===== src/rtl/pipe_reg_m.sv =====
// Execute-to-memory pipeline register: captures execute results, derives access
// length, suppresses misaligned loads/stores and counts accepted memory operations.
module pipe_reg_m #(
    parameter logic [31:0] NOP_INSTR = 32'h00000013,
    parameter int          CNT_W     = 32
) (
    input  logic             clk,
    input  logic             rst,
    input  logic             ctrl_stall_M,
    input  logic             ctrl_bubble_M,
    input  logic             regE_o_valid,
    input  logic [31:0]      regE_o_instr,
    input  logic [63:0]      regE_o_pc,
    input  logic [63:0]      execute_o_valE,
    input  logic [63:0]      regE_o_valB,
    input  logic [2:0]       regE_o_load_type,
    input  logic             regE_o_mem_ren,
    input  logic             regE_o_mem_wen,
    input  logic [1:0]       regE_o_store_type,
    input  logic             regE_o_wb_en,
    input  logic [4:0]       regE_o_rd,
    output logic             regM_o_valid,
    output logic [31:0]      regM_o_instr,
    output logic [63:0]      regM_o_pc,
    output logic [63:0]      regM_o_valE,
    output logic [63:0]      regM_o_valB,
    output logic [2:0]       regM_o_load_type,
    output logic             regM_o_mem_ren,
    output logic             regM_o_mem_wen,
    output logic [3:0]       regM_o_mem_wmask,
    output logic             regM_o_wb_en,
    output logic [4:0]       regM_o_rd,
    output logic             regM_o_misalign,
    output logic [CNT_W-1:0] regM_o_mem_ops
);

    // Load-type encodings (RISC-V funct3 layout)
    localparam logic [2:0] LT_LB  = 3'b000;
    localparam logic [2:0] LT_LH  = 3'b001;
    localparam logic [2:0] LT_LW  = 3'b010;
    localparam logic [2:0] LT_LD  = 3'b011;
    localparam logic [2:0] LT_LBU = 3'b100;
    localparam logic [2:0] LT_LHU = 3'b101;
    localparam logic [2:0] LT_LWU = 3'b110;
    localparam logic [3:0] ZERO_BYTE = 4'd0;
    localparam logic [CNT_W-1:0] CNT_ONE = {{(CNT_W-1){1'b0}}, 1'b1};

    function automatic logic [3:0] load_len(input logic [2:0] lt);
        case (lt)
            LT_LB, LT_LBU: return 4'd1;
            LT_LH, LT_LHU: return 4'd2;
            LT_LW, LT_LWU: return 4'd4;
            LT_LD:         return 4'd8;
            default:       return 4'd0;
        endcase
    endfunction

    function automatic logic [3:0] store_len(input logic [1:0] st);
        case (st)
            2'd0:    return 4'd1;
            2'd1:    return 4'd2;
            2'd2:    return 4'd4;
            default: return 4'd8;
        endcase
    endfunction

    function automatic logic is_misaligned(input logic [3:0] len, input logic [2:0] addr);
        return (len > 4'd1) && ((({1'b0, addr}) & (len - 4'd1)) != 4'd0);
    endfunction

    logic [3:0] acc_len;
    logic       acc_mis;
    logic       cap_ren;
    logic       cap_wen;
    logic       cap_mis;
    logic       cap_wb;
    logic [3:0] cap_wmask;

    // A simultaneous ren/wen request is resolved as a store
    always_comb begin
        acc_len   = 4'd0;
        acc_mis   = 1'b0;
        cap_ren   = 1'b0;
        cap_wen   = 1'b0;
        cap_mis   = 1'b0;
        cap_wb    = 1'b0;
        cap_wmask = ZERO_BYTE;
        if (regE_o_mem_wen) begin
            acc_len = store_len(regE_o_store_type);
        end else if (regE_o_mem_ren) begin
            acc_len = load_len(regE_o_load_type);
        end
        acc_mis   = is_misaligned(acc_len, execute_o_valE[2:0]);
        cap_wen   = regE_o_mem_wen & ~acc_mis;
        cap_ren   = regE_o_mem_ren & ~regE_o_mem_wen & ~acc_mis;
        cap_mis   = acc_mis & (regE_o_mem_ren | regE_o_mem_wen);
        cap_wb    = regE_o_wb_en & ~cap_mis;
        cap_wmask = cap_wen ? store_len(regE_o_store_type) : ZERO_BYTE;
    end

    logic             vld_p1;
    logic [31:0]      instr_p1;
    logic [63:0]      pc_p1;
    logic [63:0]      val_e_p1;
    logic [63:0]      val_b_p1;
    logic [2:0]       load_type_p1;
    logic             mem_ren_p1;
    logic             mem_wen_p1;
    logic [3:0]       wmask_p1;
    logic             wb_en_p1;
    logic [4:0]       rd_p1;
    logic             misalign_p1;
    logic [CNT_W-1:0] mem_ops_p1;

    // Stage boundary: execute -> memory
    always_ff @(posedge clk or negedge rst) begin
        if (!rst) begin
            vld_p1       <= 1'b0;
            instr_p1     <= NOP_INSTR;
            pc_p1        <= 64'd0;
            val_e_p1     <= 64'd0;
            val_b_p1     <= 64'd0;
            load_type_p1 <= 3'd0;
            mem_ren_p1   <= 1'b0;
            mem_wen_p1   <= 1'b0;
            wmask_p1     <= ZERO_BYTE;
            wb_en_p1     <= 1'b0;
            rd_p1        <= 5'd0;
            misalign_p1  <= 1'b0;
            mem_ops_p1   <= '0;
        end else if (ctrl_stall_M) begin
            vld_p1 <= vld_p1;
        end else if (ctrl_bubble_M || !regE_o_valid) begin
            vld_p1       <= 1'b0;
            instr_p1     <= NOP_INSTR;
            pc_p1        <= 64'd0;
            val_e_p1     <= 64'd0;
            val_b_p1     <= 64'd0;
            load_type_p1 <= 3'd0;
            mem_ren_p1   <= 1'b0;
            mem_wen_p1   <= 1'b0;
            wmask_p1     <= ZERO_BYTE;
            wb_en_p1     <= 1'b0;
            rd_p1        <= 5'd0;
            misalign_p1  <= 1'b0;
        end else begin
            vld_p1       <= 1'b1;
            instr_p1     <= regE_o_instr;
            pc_p1        <= regE_o_pc;
            val_e_p1     <= execute_o_valE;
            val_b_p1     <= regE_o_valB;
            load_type_p1 <= regE_o_load_type;
            mem_ren_p1   <= cap_ren;
            mem_wen_p1   <= cap_wen;
            wmask_p1     <= cap_wmask;
            wb_en_p1     <= cap_wb;
            rd_p1        <= regE_o_rd;
            misalign_p1  <= cap_mis;
            if (cap_ren || cap_wen) begin
                mem_ops_p1 <= mem_ops_p1 + CNT_ONE;
            end
        end
    end

    assign regM_o_valid     = vld_p1;
    assign regM_o_instr     = instr_p1;
    assign regM_o_pc        = pc_p1;
    assign regM_o_valE      = val_e_p1;
    assign regM_o_valB      = val_b_p1;
    assign regM_o_load_type = load_type_p1;
    assign regM_o_mem_ren   = mem_ren_p1;
    assign regM_o_mem_wen   = mem_wen_p1;
    assign regM_o_mem_wmask = wmask_p1;
    assign regM_o_wb_en     = wb_en_p1;
    assign regM_o_rd        = rd_p1;
    assign regM_o_misalign  = misalign_p1;
    assign regM_o_mem_ops   = mem_ops_p1;

endmodule


===== config.mk =====
export PLATFORM = sky130hd
export DESIGN_NAME = pipe_reg_m
export DESIGN_NICKNAME = d
export VERILOG_FILES = /design/src/rtl/pipe_reg_m.sv
export SDC_FILE = /design/constraint.sdc
export NUM_CORES = 1
export LEC_CHECK = 0
export CAP_MARGIN = 20
export CORE_AREA = 8 8 194 196
export DETAILED_ROUTE_END_ITERATION = 10
export DIE_AREA = 0 0 202 204
export GPL_TIMING_DRIVEN = 1
export PLACE_DENSITY_LB_ADDON = 0.3
export SETUP_SLACK_MARGIN = 0.3
export SLEW_MARGIN = 10
export SYNTH_ARGS = -nofsm -noshare
export SYNTH_HDL_FRONTEND = slang
export SYNTH_SLANG_ARGS = --single-unit

===== constraint.sdc =====
create_clock -name clk -period 3.8 [get_ports clk]
set_input_delay 0.76 -clock clk [delete_from_list [all_inputs] [get_ports clk]]
set_output_delay 0.76 -clock clk [all_outputs]
set_load 0.005 [all_outputs]

==> qor.yml <==
pwr:
  p_int_mw: 5.90
  comb_power_share: 0.133
  p_leak_nw: 7.56
  clkPwrFrac: 0.447
  swShare: 0.222
  total_power_mw: 7.57
  peakVddDrop_mv: 0.281
  switchingPower_mw: 1.68
  power_frac_seq: 0.420
  p_per_area_nw_per_um2: 446
routing:
  firstDrtPassIters: 4
  drtIter0Drc: 430
  avgRoutedWirePerCell_um: 21.7
  viasPerCell: 4.85
  wl_um: 36900
  vias: 8252
  ant_nets: 0
  drc: 0
setup_path:
  critPathKind: "primary input to register"
  worstPathMaxFanout: 14
  critPathTopFamily: "buffers and inverters"
  path_cells: "clkdlybuf4s50_1 -> nor2b_4 -> nand2_1 -> o22a_1 -> ha_1 -> nand2b_1 -> mux2_4 -> a32oi_4 -> buf_4 -> nor4_1 -> xor2_1"
  cp_slowest_stage_delay_ns: 0.52
  crit_path_end: "regM_o_mem_ops[17]"
  cp.depth: 11
  critPathLaunch: "regE_o_mem_wen"
  arrival_ns: 3.48
  rrSetupSlack_ns: 1.84
  cp_slowest_cell: "clkdlybuf4s50_1"
  end_kind: "register"
  rr_startpoint: "regM_o_mem_ops[8]"
  cp-start-kind: "primary input"
  crit_buf_inv: 2
  rr_worst_depth: 5
  crit_required_ns: 4.21
  r2r-end: "regM_o_mem_ops[29]"
clock_network:
  postCtsHoldBufs: 0
  htree_levels: 1
  postCtsSetupRepairBufs: 0
  clk_pin_slew_ns: 0.06
  cts_resized: 0
  clock_path_buffers: 3
  clock_sinks: 273
  cts_tree: "built"
  clock_latency_ns: 0.54
  root_buffer: "clkbuf_16"
  cts_buffers: 30
timing:
  rsz0062_at_grt: "no"
  relSlewSlack: 0.412
  tns_ns: 0
  fin_crit_sh: 0.807
  setup_viol: 0
  fmax_mhz: 326
  report.final.slew_viol_count: 0
  fin_skew_ns: 0.00465
  worstMarginPinSlew_ns: 0.882
  final-hold-violation-count: 0
  period_needed_ns: 3.07
global_route:
  grtUsageTotal: 0.168
  grt_start_max_net_pins: 153
  antenna_found_initial: 1
  grt_pass1_vias: 8776
  grt_pass1_wl_um: 55400
  overflow: 0
die:
  die_w_um: 202
  die_area_um2: 41200
  num_rows: 69
  pin_count: 515
  coreArea_um2: 34800
  die_h_um: 204
  initial_utilization: 0.292
min_path:
  hp-class: "primary input to asynchronous set/reset pin"
placed_design:
  dp.cells: 1645
  hpwl_um: 26800
  port-buffer-count: 514
  gp_congestion: 0.811
finish:
  fin_nets: 1461
  multi_input_area_um2: 3040
  area_growth_pct: 67.1
  seq_area_um2: 6840
  drive_above_1_share: 0.0645
  final_cells: 1702
  num-fill-cells: 3090
yosys:
  synthTopCellsByArea: "dfrtp_1 67%, a22o_1 20%, xor2_1 2.4%, clkbuf_1 1.9%, nor4_1 0.99%"
  syn_area_um2: 10200
  synth.avg_cell_area_um2: 14.2
  syn_inst: 716
  synth_cell_types: 40
  syn_nets: 961
  synth_top_cell_by_area: "dfrtp_1"
  ys_seq_area_frac: 0.673
  synth_top_area_frac: 0.665
  yosys_warnings: 0
  synth-seq-cells: 273
job:
  cap_violations: 0
run_status:
  outcome: "finished, final reports clean"
==> worst min path at each step <==
stage	startpoint	to	slack, ns
finish	rst	regM_o_mem_ops[18]	0.26
detailed placement	regM_o_instr[1]	regM_o_instr[1]	0.46
CTS	rst	regM_o_mem_ops[18]	0.28
global route	rst	regM_o_mem_ops[18]	0.31
global placement	regM_o_instr[0]	regM_o_instr[0]	0.45
floorplan	regM_o_instr[0]	regM_o_instr[0]	0.45
==> worst reg2reg max path: cells and delay by family, from the launching register on <==
family	cells	cell delay, ns
AND/OR/NAND/NOR	4	1.27
XOR/XNOR	1	0.18
flip-flops	1	0.44
==> Yosys cell counts <==
cell,instances
dfrtp_1,270
a22o_1,231
clkbuf_1,51
xor2_1,28
nand2_1,19
nor4_1,16
nand3_1,11
nor2_1,11
inv_1,10
nand4_1,6
nor3_1,6
and3_1,5
o21ai_0,5
buf_6,4
nor4b_1,4
a21oi_1,3
dfstp_2,3
ha_1,3
nand2b_1,3
xnor2_1,3
a32o_1,2
buf_1,2
nor3b_1,2
nor4b_2,2
a22oi_1,1
a31oi_4,1
a32oi_4,1
a41oi_1,1
and3b_4,1
and4_1,1
buf_2,1
mux2_2,1
mux2_4,1
nor2b_4,1
nor3b_2,1
nor4_2,1
o21a_1,1
o21ai_1,1
o22a_1,1
o31ai_1,1
==> sequential cells by signal (all words and copies together) (netlist names) <==
name and count:
regM_o_wb_en 1, regM_o_valE 64, regM_o_mem_wen 1, regM_o_rd 5, regM_o_load_type 3, regM_o_mem_ren 1, regM_o_mem_wmask 4, regM_o_misalign 1
regM_o_mem_ops 32, regM_o_instr 32, regM_o_pc 64, regM_o_valB 64, regM_o_valid 1
==> final cells by class <==
type / count / area share
Multi-Input combinational cell: 375 / 0.179
Inverter: 10 / 0.00221
Sequential cell: 273 / 0.403
Clock inverter: 17 / 0.0187
Antenna cell: 1 / 0.000147
Tap cell: 461 / 0.0340
Timing Repair Buffer: 526 / 0.312
Clock buffer: 39 / 0.0504
==> metrics by stage <==
| step | utilization | hold slack (ns) | cell area (µm²) | setup slack (ns) |
|---|---|---|---|---|
| after floorplan | - | 0.453 | 10200 | 0.942 |
| after global placement | 0.454 | 0.452 | 15800 | 0.233 |
| after detailed placement | 0.454 | 0.461 | 15800 | 0.168 |
| after CTS | 0.488 | 0.276 | 17000 | 0.773 |
| after global routing | 0.488 | 0.315 | 17000 | 0.582 |
| final | 0.488 | 0.260 | 17000 | 0.734 |
==> power by group through the flow <==
stage                     combinational (mW)  sequential [mW]  clock (mW)
after floorplan                        0.261             3.23           0
after CTS                               1.03             3.19        3.49
after detailed placement                1.02             3.23           0
after global routing                    1.09             3.21        3.60
after global placement                  1.02             3.23           0
final                                   1.01             3.18        3.38
==> layer usage <==
layer / track usage / vias to the layer above / wire, µm
li1: - / 3721 / -
met1: 0.208 / 4118 / 15000
met2: 0.273 / 364 / 17300
met3: 0.0685 / 49 / 3840
met4: 0.0391 / 0 / 748
met5: 0 / - / 0
==> kinds of logic after synthesis <==
| group | share of synthesized area |
|---|---|
| AND/OR/NAND/NOR | 0.0517 |
| AO/OA/AOI/OAI | 0.214 |
| XOR/XNOR | 0.0267 |
| buffers and inverters | 0.0282 |
| multiplexers | 0.00259 |
| flip-flops | 0.673 |
| adder cells (fa/ha/maj) | 0.00369 |
==> placed cells by master, fill, tap and decap left out, types with 4 or more instances in the layout <==
| cell | n |
|---|---|
| clkinv_2 | 6 |
| nor4b_1 | 4 |
| clkdlybuf4s50_1 | 512 |
| buf_12 | 5 |
| nor4_1 | 16 |
| clkbuf_16 | 31 |
| nor3_1 | 6 |
| nand3_1 | 11 |
| nand2_1 | 19 |
| dfrtp_1 | 270 |
| nor2_1 | 11 |
| xor2_1 | 28 |
| buf_4 | 7 |
| and3_1 | 5 |
| clkbuf_8 | 5 |
| o21ai_0 | 5 |
| nand4_1 | 6 |
| inv_1 | 10 |
| a22o_1 | 231 |
| bufinv_16 | 9 |
No activity file was read; power rests on OpenSTA's default activity.
